--- config.mk ---
export PLATFORM = sky130hd
export DESIGN_NAME = cm_sort_ser_flat
export DESIGN_NICKNAME = d
export VERILOG_FILES = /design/src/rtl/cm_sort_ser_if.sv /design/src/rtl/cm_sort_ser.sv /design/src/flat_wrapper.sv
export SDC_FILE = /design/constraint.sdc
export NUM_CORES = 1
export LEC_CHECK = 0
export BUFFER_PORTS_ARGS = -buffer_cell sky130_fd_sc_hd__buf_4
export CORE_ASPECT_RATIO = 0.9
export CORE_UTILIZATION = 45
export DETAILED_ROUTE_END_ITERATION = 12
export PLACE_DENSITY = 0.79
export SETUP_SLACK_MARGIN = 0.02
export SYNTH_ARGS = -nofsm -noshare
export SYNTH_HDL_FRONTEND = slang
export SYNTH_SLANG_ARGS = --single-unit
--- constraint.sdc ---
create_clock -name i_clk -period 6.1 [get_ports i_clk]
set_input_delay 0.61 -clock i_clk [delete_from_list [all_inputs] [get_ports i_clk]]
set_output_delay 0.61 -clock i_clk [all_outputs]
set_load 0.02 [all_outputs]
--- src/rtl/cm_sort_ser_if.sv ---
// Bus between cm_sort_ser and its environment: sorted-vector capture side plus
// the valid/ready element stream. Signal names are from the serializer's view.
interface cm_sort_ser_if #(
  parameter int unsigned DCNT   = 4,
  parameter int unsigned DWIDTH = 16
);
  localparam int unsigned IDX_WIDTH = $clog2(DCNT);

  logic                                i_vld;
  logic [DCNT-1:0][DWIDTH-1:0]         i_data;
  logic [DCNT-1:0][IDX_WIDTH-1:0]      i_idx;
  logic                                o_vld;
  logic                                i_rdy;
  logic [DWIDTH-1:0]                   o_data;
  logic [IDX_WIDTH-1:0]                o_idx;
  logic                                o_last;

  modport master (
    output i_vld, i_data, i_idx, i_rdy,
    input  o_vld, o_data, o_idx, o_last
  );

  modport slave (
    input  i_vld, i_data, i_idx, i_rdy,
    output o_vld, o_data, o_idx, o_last
  );
endinterface

--- src/rtl/cm_sort_ser.sv ---
// Two-slot vector buffer that replays each sorted vector from cm_sort as a
// valid/ready element stream, flagging vectors dropped while full.
module cm_sort_ser #(
  parameter int unsigned DCNT   = 4,
  parameter int unsigned DWIDTH = 16,
  localparam int unsigned IDX_WIDTH = $clog2(DCNT)
) (
  input  logic         i_clk,
  input  logic         i_rst,
  cm_sort_ser_if.slave bus,
  output logic [1:0]   o_fill,
  output logic         o_ovf
);

  localparam logic [IDX_WIDTH-1:0] LastIdx = IDX_WIDTH'(DCNT - 1);

  typedef enum logic [1:0] {
    StEmpty = 2'd0,
    StOne   = 2'd1,
    StFull  = 2'd2
  } fill_e;

  fill_e                          r_fill, w_fill_d;
  logic                           r_wp, w_wp_d;
  logic                           r_rp, w_rp_d;
  logic [IDX_WIDTH-1:0]           r_ecnt, w_ecnt_d;
  logic                           r_ovf, w_ovf_d;
  logic [DCNT-1:0][DWIDTH-1:0]    r_slot_data [2];
  logic [DCNT-1:0][IDX_WIDTH-1:0] r_slot_idx  [2];

  logic w_vld, w_last, w_xfer, w_release, w_capture, w_drop;

  // State register
  always_ff @(posedge i_clk) begin
    if (i_rst) begin
      r_fill <= StEmpty;
      r_wp   <= 1'b0;
      r_rp   <= 1'b0;
      r_ecnt <= '0;
      r_ovf  <= 1'b0;
    end else begin
      r_fill <= w_fill_d;
      r_wp   <= w_wp_d;
      r_rp   <= w_rp_d;
      r_ecnt <= w_ecnt_d;
      r_ovf  <= w_ovf_d;
    end
  end

  // Slot storage carries no reset; contents are only observed while o_vld is high.
  always_ff @(posedge i_clk) begin
    if (w_capture && !i_rst) begin
      r_slot_data[r_wp] <= bus.i_data;
      r_slot_idx[r_wp]  <= bus.i_idx;
    end
  end

  // Next-state logic
  always_comb begin
    w_xfer    = w_vld & bus.i_rdy;
    w_release = w_xfer & w_last;
    // When full, a same-cycle release frees slot[rp], which equals slot[wp].
    w_capture = bus.i_vld & ((r_fill != StFull) | w_release);
    w_drop    = bus.i_vld & (r_fill == StFull) & ~w_release;

    w_fill_d = r_fill;
    unique case ({w_capture, w_release})
      2'b10: w_fill_d = (r_fill == StEmpty) ? StOne : StFull;
      2'b01: w_fill_d = (r_fill == StFull) ? StOne : StEmpty;
      default: w_fill_d = r_fill;
    endcase

    w_ecnt_d = r_ecnt;
    if (w_release) begin
      w_ecnt_d = '0;
    end else if (w_xfer) begin
      w_ecnt_d = r_ecnt + IDX_WIDTH'(1);
    end

    w_rp_d  = r_rp ^ w_release;
    w_wp_d  = r_wp ^ w_capture;
    w_ovf_d = w_drop;
  end

  // Outputs depend on registered state only.
  always_comb begin
    w_vld       = (r_fill != StEmpty);
    w_last      = w_vld & (r_ecnt == LastIdx);
    bus.o_vld   = w_vld;
    bus.o_last  = w_last;
    bus.o_data  = r_slot_data[r_rp][r_ecnt];
    bus.o_idx   = r_slot_idx[r_rp][r_ecnt];
    o_fill      = r_fill;
    o_ovf       = r_ovf;
  end

endmodule

--- src/flat_wrapper.sv ---
// flat-port wrapper written by rule: the top's interface ports become plain ports
module cm_sort_ser_flat 
#(
  parameter int unsigned DCNT   = 4,
  parameter int unsigned DWIDTH = 16,
  localparam int unsigned IDX_WIDTH = $clog2(DCNT)
)
  (i_clk, i_rst, o_fill, o_ovf, bus_i_vld, bus_i_data, bus_i_idx, bus_i_rdy, bus_o_vld, bus_o_data, bus_o_idx, bus_o_last);
  cm_sort_ser_if #(.DCNT(DCNT), .DWIDTH(DWIDTH)) bus_i ();
  input  logic i_clk;
  input  logic i_rst;
  output logic [1:0] o_fill;
  output logic o_ovf;
  input wire logic [$bits(bus_i.i_vld)-1:0] bus_i_vld;
  input wire logic [$bits(bus_i.i_data)-1:0] bus_i_data;
  input wire logic [$bits(bus_i.i_idx)-1:0] bus_i_idx;
  input wire logic [$bits(bus_i.i_rdy)-1:0] bus_i_rdy;
  output wire logic [$bits(bus_i.o_vld)-1:0] bus_o_vld;
  output wire logic [$bits(bus_i.o_data)-1:0] bus_o_data;
  output wire logic [$bits(bus_i.o_idx)-1:0] bus_o_idx;
  output wire logic [$bits(bus_i.o_last)-1:0] bus_o_last;
  assign bus_i.i_vld = bus_i_vld;
  assign bus_i.i_data = bus_i_data;
  assign bus_i.i_idx = bus_i_idx;
  assign bus_i.i_rdy = bus_i_rdy;
  assign bus_o_vld = bus_i.o_vld;
  assign bus_o_data = bus_i.o_data;
  assign bus_o_idx = bus_i.o_idx;
  assign bus_o_last = bus_i.o_last;
  cm_sort_ser #(.DCNT(DCNT), .DWIDTH(DWIDTH)) u_core (.i_clk(i_clk), .i_rst(i_rst), .bus(bus_i), .o_fill(o_fill), .o_ovf(o_ovf));
endmodule
==> results of run 1 <==
[critical path, delay by kind of cell, from the launching register on]
family	cells	cell delay, ns
multiplexers	2	0.90
buffers and inverters	2	0.67
flip-flops	1	0.61
[Yosys cell counts (all sizes together), types with 3 or more instances]
library cell  number  area, um^2
edfxtp           144        4320
o21ai              3        15.0
dfxtp              7         140
buf                9        76.3
mux2              19         282
or3                3        18.8
inv                3        11.3
a21oi              5        25.0
mux4              36         848
nand2              3        11.3
[metal layers]
metal	up-vias	global-route usage [%]
met3	13	5.61
met5	-	0
met4	0	7.40
met2	86	27.0
li1	1273	-
met1	1409	19.2
[layout make-up]
type / instances / share of cell area [%]
timing repair buffer: 100 / 10.1
inverter: 3 / 0.152
multi-input combinational: 84 / 17.9
sequential: 151 / 60.1
tap: 164 / 2.76
clock inverter: 12 / 3.03
clock buffer: 20 / 5.88
[registers in the layout, indices dropped and copies added, names as in the netlist]
signal,flops
u_core.r_wp,1
u_core.r_slot_data,128
u_core.o_fill,2
u_core.r_slot_idx,16
u_core.r_ecnt,2
u_core.o_ovf,1
u_core.r_rp,1
[power breakdown]
| part | internal (W) | switching [W] | total [W] |
|---|---|---|---|
| clock | 0.000767 | 0.000378 | 0.00115 |
| combinational | 0.0000956 | 0.0000782 | 0.000174 |
| sequential | 0.00119 | 0.0000228 | 0.00121 |
[cell families after synthesis]
family	after synthesis	synth area share (%)
AO/OA/AOI/OAI	10	1.00
XOR/XNOR	1	0.149
adder cells (fa/ha/maj)	2	0.426
buffers and inverters	14	1.62
flip-flops	151	76.0
multiplexers	55	19.2
AND/OR/NAND/NOR	16	1.51
[metrics by stage]
stage          cell area (um^2)  util, %
2_1_floorplan              5880        -
3_3_place_gp               6770     53.3
3_5_place_dp               6770     53.3
4_1_cts                    7430     58.6
5_1_grt                    7430     58.6
6_report                   7430     58.6
[how the worst min path moves through the flow]
stage,start,to,slack (ns),cells after the start
6_report,bus_i_idx[5],u_core.r_slot_idx[0][5]$_DFFE_PP_,0.38,1
5_1_grt,bus_i_data[46],u_core.r_slot_data[1][46]$_DFFE_PP_,0.36,1
4_1_cts,bus_i_data[46],u_core.r_slot_data[1][46]$_DFFE_PP_,0.36,1
3_5_place_dp,u_core.o_fill[0]$_SDFFE_PP0P_,u_core.o_fill[0]$_SDFFE_PP0P_,0.54,2
3_3_place_gp,u_core.o_fill[0]$_SDFFE_PP0P_,u_core.o_fill[0]$_SDFFE_PP0P_,0.51,2
2_1_floorplan,u_core.r_wp$_SDFF_PP0_,u_core.r_wp$_SDFF_PP0_,0.55,2
==> impl_results.rst, run 1 <==
.. list-table::
   :header-rows: 1

   * - Metric
     - Value
   * - RSZ-0062 raised after global routing
     - no
   * - Commonest cells after routing, fill and taps aside
     - sky130_fd_sc_hd__edfxtp_1, sky130_fd_sc_hd__buf_4, sky130_fd_sc_hd__mux4_2
   * - Detailed-route wire length per cell
     - approximately 19 um
   * - Buffers added on ports
     - 98
   * - Global route total overflow
     - 0
   * - Drt pass-1 iters
     - 5
   * - Maximum number of pins on one net before global-route repair
     - between 70 and 80
   * - Number of standard-cell rows in the floorplan
     - 39
   * - Routed wl met3
     - 537 um
   * - Run status
     - finished, final reports clean
   * - Worst min path class
     - input pin to register
   * - Wire length after detailed routing
     - slightly above 10000 um
   * - CTS H-Tree Depth
     - 4
   * - Setup_tns
     - 0 ns
   * - Placed cell count
     - 502
   * - WL met2
     - about 5000 um
   * - CP max stage cell
     - sky130_fd_sc_hd__dfxtp_2
   * - # fillers
     - 914
   * - Overall fraction of global-route tracks in use
     - 16.2%
   * - Required time worst endpoint
     - ~5.5 ns
   * - Delay contributed by the slowest stage of the critical path
     - between 0.6 and 0.7 ns
   * - Combined area of all synthesized cells
     - roughly 5900 um^2
   * - Post-Route M1 WL
     - 4300 um
   * - Async SR Flop Fraction
     - 0%
   * - Max cap viols
     - 0
   * - Number of primary I/O pins
     - between 90 and 100
   * - Post-Synthesis Mean Instance Area
     - about 24 um^2
   * - Die Outline Area
     - roughly 14000 um^2
   * - Top routing layer used
     - met4
   * - Core area
     - between 10000 and 15000 um^2
   * - Detailed router's first-iteration violation count
     - approximately 140
   * - Register bit count reported by yosys
     - 151
   * - Tot Pwr
     - approximately 0.0025 W
   * - Clock sink count
     - between 150 and 200
   * - Cell mode on critical path
     - sky130_fd_sc_hd__buf_4
   * - Die extent in x
     - between 100 and 150 um
   * - Ys Warns
     - 0
   * - Worst R2R End
     - u_core.r_slot_data[0][28]$_DFFE_PP_
   * - Vias in the first global route
     - 3008
   * - Total clock buffers created by CTS
     - 17
   * - Area Growth Syn to Fin
     - 26.5%
   * - Hold Violations, Final
     - 0
   * - Number of buffers inserted by hold repair at cts
     - 0
   * - Minimum clock period after layout
     - 3.22 ns
   * - N_diodes
     - 0
   * - Initial Utilization
     - 46.3%
   * - Total power per unit cell area
     - about 340 nW/um^2
   * - Top fanout value on the critical path
     - 24
   * - Number of nets at the end of the flow
     - approximately 440
   * - Antenna-violating nets left
     - 0
   * - Count of pins over their slew limit
     - 0
   * - Largest buffer count on any clock path
     - 2
   * - Worst slew margin relative to its limit
     - 33.2%
   * - Number of post-CTS setup repair buffers
     - 0
   * - Timing endpoint of the critical path
     - bus_o_idx[0]
   * - Resized Gates After CTS
     - 0
   * - VDD IR-drop max
     - between 0.0002 and 0.00025 V
   * - Most common cell after layout, fill and taps aside
     - sky130_fd_sc_hd__edfxtp_1
   * - Fraction of final layout cells with drive strength greater than 1
     - 48.6%
   * - Arrival time reported for the critical path endpoint
     - roughly 2.6 ns
   * - CTS root buf
     - sky130_fd_sc_hd__clkbuf_16
   * - Wire length of the first global-routing pass
     - 15400 um
   * - Chain of cells forming the critical path
     - buf_4, mux4_1, mux2_4, buf_4
   * - Post-synth EDFFs
     - about 140
   * - Reg area
     - roughly 4500 um^2
   * - Critical Setup Path Class
     - register to output pin
   * - Multi-input combinational cell area
     - about 1300 um^2
   * - Pre-CTS setup slack
     - 3.10 ns
   * - R2r startpoint
     - u_core.r_ecnt[0]$_SDFFE_PP0P_
   * - Detail Placement HPWL
     - 6220 um
   * - RePlAce Congestion
     - ~0.72
   * - Final worst-path cycle share
     - a little over half
   * - Post-route DRC
     - 0
   * - Type of element capturing the critical path
     - output pin
   * - Leakage
     - between 2 and 3 nW
   * - Post-synthesis net count
     - between 300 and 400
   * - Worst Reg2Reg Path Length in Cells
     - 5
   * - Top achievable clock speed
     - 0.310 GHz
   * - Final hold slack
     - roughly 0.38 ns
   * - Clock tree from TritonCTS
     - built
   * - Worst Skew
     - between 0.01 and 0.015 ns
   * - CTS clk-pin slew, worst paths
     - about 0.060 ns
   * - Ratio of routed vias to standard cells
     - roughly 5.2
   * - Final setup fails
     - 0
   * - Final Worst Setup Slack
     - around 2.9 ns
   * - Post-layout instance count excluding filler cells
     - ~530
   * - Launching instance or port of the critical path
     - u_core.r_rp$_SDFF_PP0_
   * - Critical path launch point type
     - register
   * - Initial antenna violation count
     - 0
   * - Number of unique standard cell types used by synthesis
     - 29
   * - Chip height
     - roughly 110 um
   * - Register-to-Register Setup Slack
     - 3.11 ns
   * - Synthesized netlist cell count
     - roughly 250
   * - Sequential area share after synthesis
     - between 70% and 80%
   * - Count of vias placed by the detailed router
     - 2781
   * - Commonest register cell after synthesis
     - sky130_fd_sc_hd__edfxtp_1
   * - Clock insertion delay at the later pin of the skew report
     - between 0.4 and 0.5 ns
   * - Slew at the pin with the worst max-slew slack
     - about 1 ns
Power figures use the tool's default switching activity.
==> run 2: changes to the inputs <==
PLACE_DENSITY = 0.76   (was 0.79)
clock period = 3.1 ns   (was 6.1 ns; I/O delays follow)
==> impl_results.rst, run 2 (synthesized netlist as in run 1, its figures left out) <==
.. list-table::
   :header-rows: 1

   * - Metric
     - Value
   * - Run status
     - finished, final reports clean
   * - Chain of cells forming the critical path
     - buf_12, mux4_1, mux2_4, buf_4
   * - Worst min path class
     - input pin to register
   * - Arrival time reported for the critical path endpoint
     - 2.51 ns (-0.10 ns)
   * - N_diodes
     - 0 (unchanged)
   * - Antenna-violating nets left
     - 0 (unchanged)
   * - Minimum clock period after layout
     - ~2.8 ns
   * - Slew at the pin with the worst max-slew slack
     - 0.748 ns (-0.254 ns)
   * - Required time worst endpoint
     - 2.79 ns (-2.70 ns)
   * - Final Worst Setup Slack
     - 0.285 ns (-2.59 ns)
   * - Chip height
     - 110 um (unchanged)
   * - Buffers plus inverters on the worst setup path
     - 2 (unchanged)
   * - CP max stage cell
     - sky130_fd_sc_hd__dfxtp_2
   * - Count of vias placed by the detailed router
     - 2842 (+2.2%)
   * - Most common cell after layout, fill and taps aside
     - sky130_fd_sc_hd__edfxtp_1
   * - Fraction of final layout cells with drive strength greater than 1
     - 48.3% (-0.39 points)
   * - Max cap viols
     - 0 (unchanged)
   * - Most Crowded Layer GR
     - met2
   * - Vias in the first global route
     - 2980 (-0.93%)
   * - Launching instance or port of the critical path
     - u_core.r_rp$_SDFF_PP0_
   * - VDD IR-drop max
     - 0.000416 V (+67%)
   * - Number of standard-cell rows in the floorplan
     - 39 (unchanged)
   * - Resized Gates After CTS
     - 0 (unchanged)
   * - Post-route DRC
     - 0 (unchanged)
   * - RSZ-0062 raised after global routing
     - no
   * - Initial antenna violation count
     - 0 (unchanged)
   * - Commonest cells after routing, fill and taps aside
     - sky130_fd_sc_hd__edfxtp_1, sky130_fd_sc_hd__buf_4, sky130_fd_sc_hd__mux4_2
   * - Area Growth Syn to Fin
     - 26.7%
   * - Top achievable clock speed
     - ~0.36 GHz
   * - Delay contributed by the slowest stage of the critical path
     - 0.81 ns (+0.20 ns)
   * - Detailed router's first-iteration violation count
     - 131 (-4.4%)
   * - Detail Placement HPWL
     - 6390 um (+2.6%)
   * - Largest register by flop count
     - u_core.r_slot_data
   * - Core area
     - 12700 um^2 (unchanged)
   * - Worst Min Path Start
     - bus_i_data[6]
   * - R2r startpoint
     - u_core.r_ecnt[0]$_SDFFE_PP0P_
   * - Top cell family by delay on the critical path
     - multiplexers
   * - Total clock buffers created by CTS
     - 17 (unchanged)
   * - CTS H-Tree Depth
     - 4 (unchanged)
   * - Maximum number of pins on one net before global-route repair
     - 73 (unchanged)
   * - Total power per unit cell area
     - 649 nW/um^2 (+91%)
   * - Final setup fails
     - 0 (unchanged)
   * - Wire length after detailed routing
     - 10500 um (+3.7%)
   * - CTS clk-pin slew, worst paths
     - 0.06 ns (about the same)
   * - Overall fraction of global-route tracks in use
     - 16.5% (+0.23 points)
   * - Regs by FF count
     - u_core.r_slot_data: 128 flops, u_core.r_slot_idx: 16 flops
   * - Global-route track usage on met1
     - 20.0% (+0.80 points)
   * - Clock insertion delay at the later pin of the skew report
     - 0.41 ns (about the same)
   * - Number of nets at the end of the flow
     - 438 (+0.69%)
   * - Die Outline Area
     - 13500 um^2 (unchanged)
   * - Final worst-path cycle share
     - just over 90%
   * - Buffers added on ports
     - 98 (unchanged)
   * - Drt pass-1 iters
     - 4 (-1)
   * - Critical path launch point type
     - register
   * - Critical Setup Path Class
     - register to output pin
   * - Count of pins over their slew limit
     - 0 (unchanged)
   * - Leakage
     - 2.60 nW (about the same)
   * - Number of primary I/O pins
     - 99 (unchanged)
   * - Met2 global-route usage
     - 27.0% (+0.040 points)
   * - Post-layout instance count excluding filler cells
     - 537 (+0.56%)
   * - Worst slew margin relative to its limit
     - 50.2% (+17 points)
   * - Util after Layout
     - 58.6% (+0.079 points)
   * - Largest buffer count on any clock path
     - 2 (unchanged)
   * - Type of element capturing the critical path
     - output pin
   * - Pre-CTS setup slack
     - 0.657 ns (-2.45 ns)
   * - Number of post-CTS setup repair buffers
     - 0 (unchanged)
   * - Detailed-route wire length per cell
     - 19.5 um (+3.1%)
   * - RePlAce Congestion
     - 0.691 (-4.6%)
   * - Worst Skew
     - 0.00753 ns (-0.00455 ns)
   * - Largest register FFs
     - 128 (unchanged)
   * - Global route total overflow
     - 0 (unchanged)
   * - Setup_tns
     - 0 ns (unchanged)
   * - Ratio of routed vias to standard cells
     - 5.29 (+1.6%)
   * - CTS root buf
     - sky130_fd_sc_hd__clkbuf_16
   * - Wire length of the first global-routing pass
     - 15500 um (+1.1%)
   * - Initial Utilization
     - 46.3% (unchanged)
   * - Placed cell count
     - 505 (+0.60%)
   * - Met3 track demand over resource in global routing
     - 6.07% (+0.46 points)
   * - Hold Violations, Final
     - 0 (unchanged)
   * - Clock tree from TritonCTS
     - built
   * - Number of buffers inserted by hold repair at cts
     - 0 (unchanged)
   * - Clock sink count
     - 151 (unchanged)
   * - Die extent in x
     - 122 um (unchanged)
   * - Top fanout value on the critical path
     - 21 (-13%)
-- run 2: final timing paths --
kind,endpoint,cells past startpoint,slack [ns]
worst max-delay path,bus_o_data[13],4,0.28
worst min-delay path,u_core.r_slot_data[0][6]$_DFFE_PP_,1,0.08
worst max register to register,u_core.o_fill[0]$_SDFFE_PP0P_,6,1.13
worst min register to register,u_core.o_fill[0]$_SDFFE_PP0P_,2,0.54
-- run 2: final cells by class --
| class | instances | area [um^2] |
|---|---|---|
| inverter | 3 | 11.3 |
| multi-input combinational | 84 | 1330 |
| fill | 921 | 5250 |
| tap | 164 | 205 |
| clock buffer | 19 | 433 |
| clock inverter | 13 | 180 |
| timing repair buffer | 103 | 811 |
| sequential | 151 | 4470 |
-- run 2: metrics by stage --
| stage | power (W) | hold slack, ns | instance area (um^2) |
|---|---|---|---|
| 2_1_floorplan | 0.00259 | 0.409 | 5880 |
| 4_1_cts | 0.00488 | 0.0615 | 7440 |
| 3_5_place_dp | 0.00277 | 0.498 | 6830 |
| 3_3_place_gp | 0.00275 | 0.495 | 6830 |
| 6_report | 0.00483 | 0.0801 | 7440 |
| 5_1_grt | 0.00497 | 0.0606 | 7440 |
-- run 2: power breakdown --
| group | total (W) | leakage [nW] | switching (W) | internal, W |
|---|---|---|---|---|
| clock network | 0.00211 | 0.286 | 0.000766 | 0.00134 |
| logic | 0.000366 | 0.940 | 0.000173 | 0.000193 |
| registers | 0.00236 | 1.38 | 0.0000240 | 0.00233 |
-- run 2: metal layers --
| layer | part of all wire (%) | vias to the layer above |
|---|---|---|
| met2 | 51 | 100 |
| met4 | 0.52 | 0 |
| li1 | - | 1287 |
| met1 | 41 | 1448 |
| met5 | 0 | - |
| met3 | 7.1 | 7 |
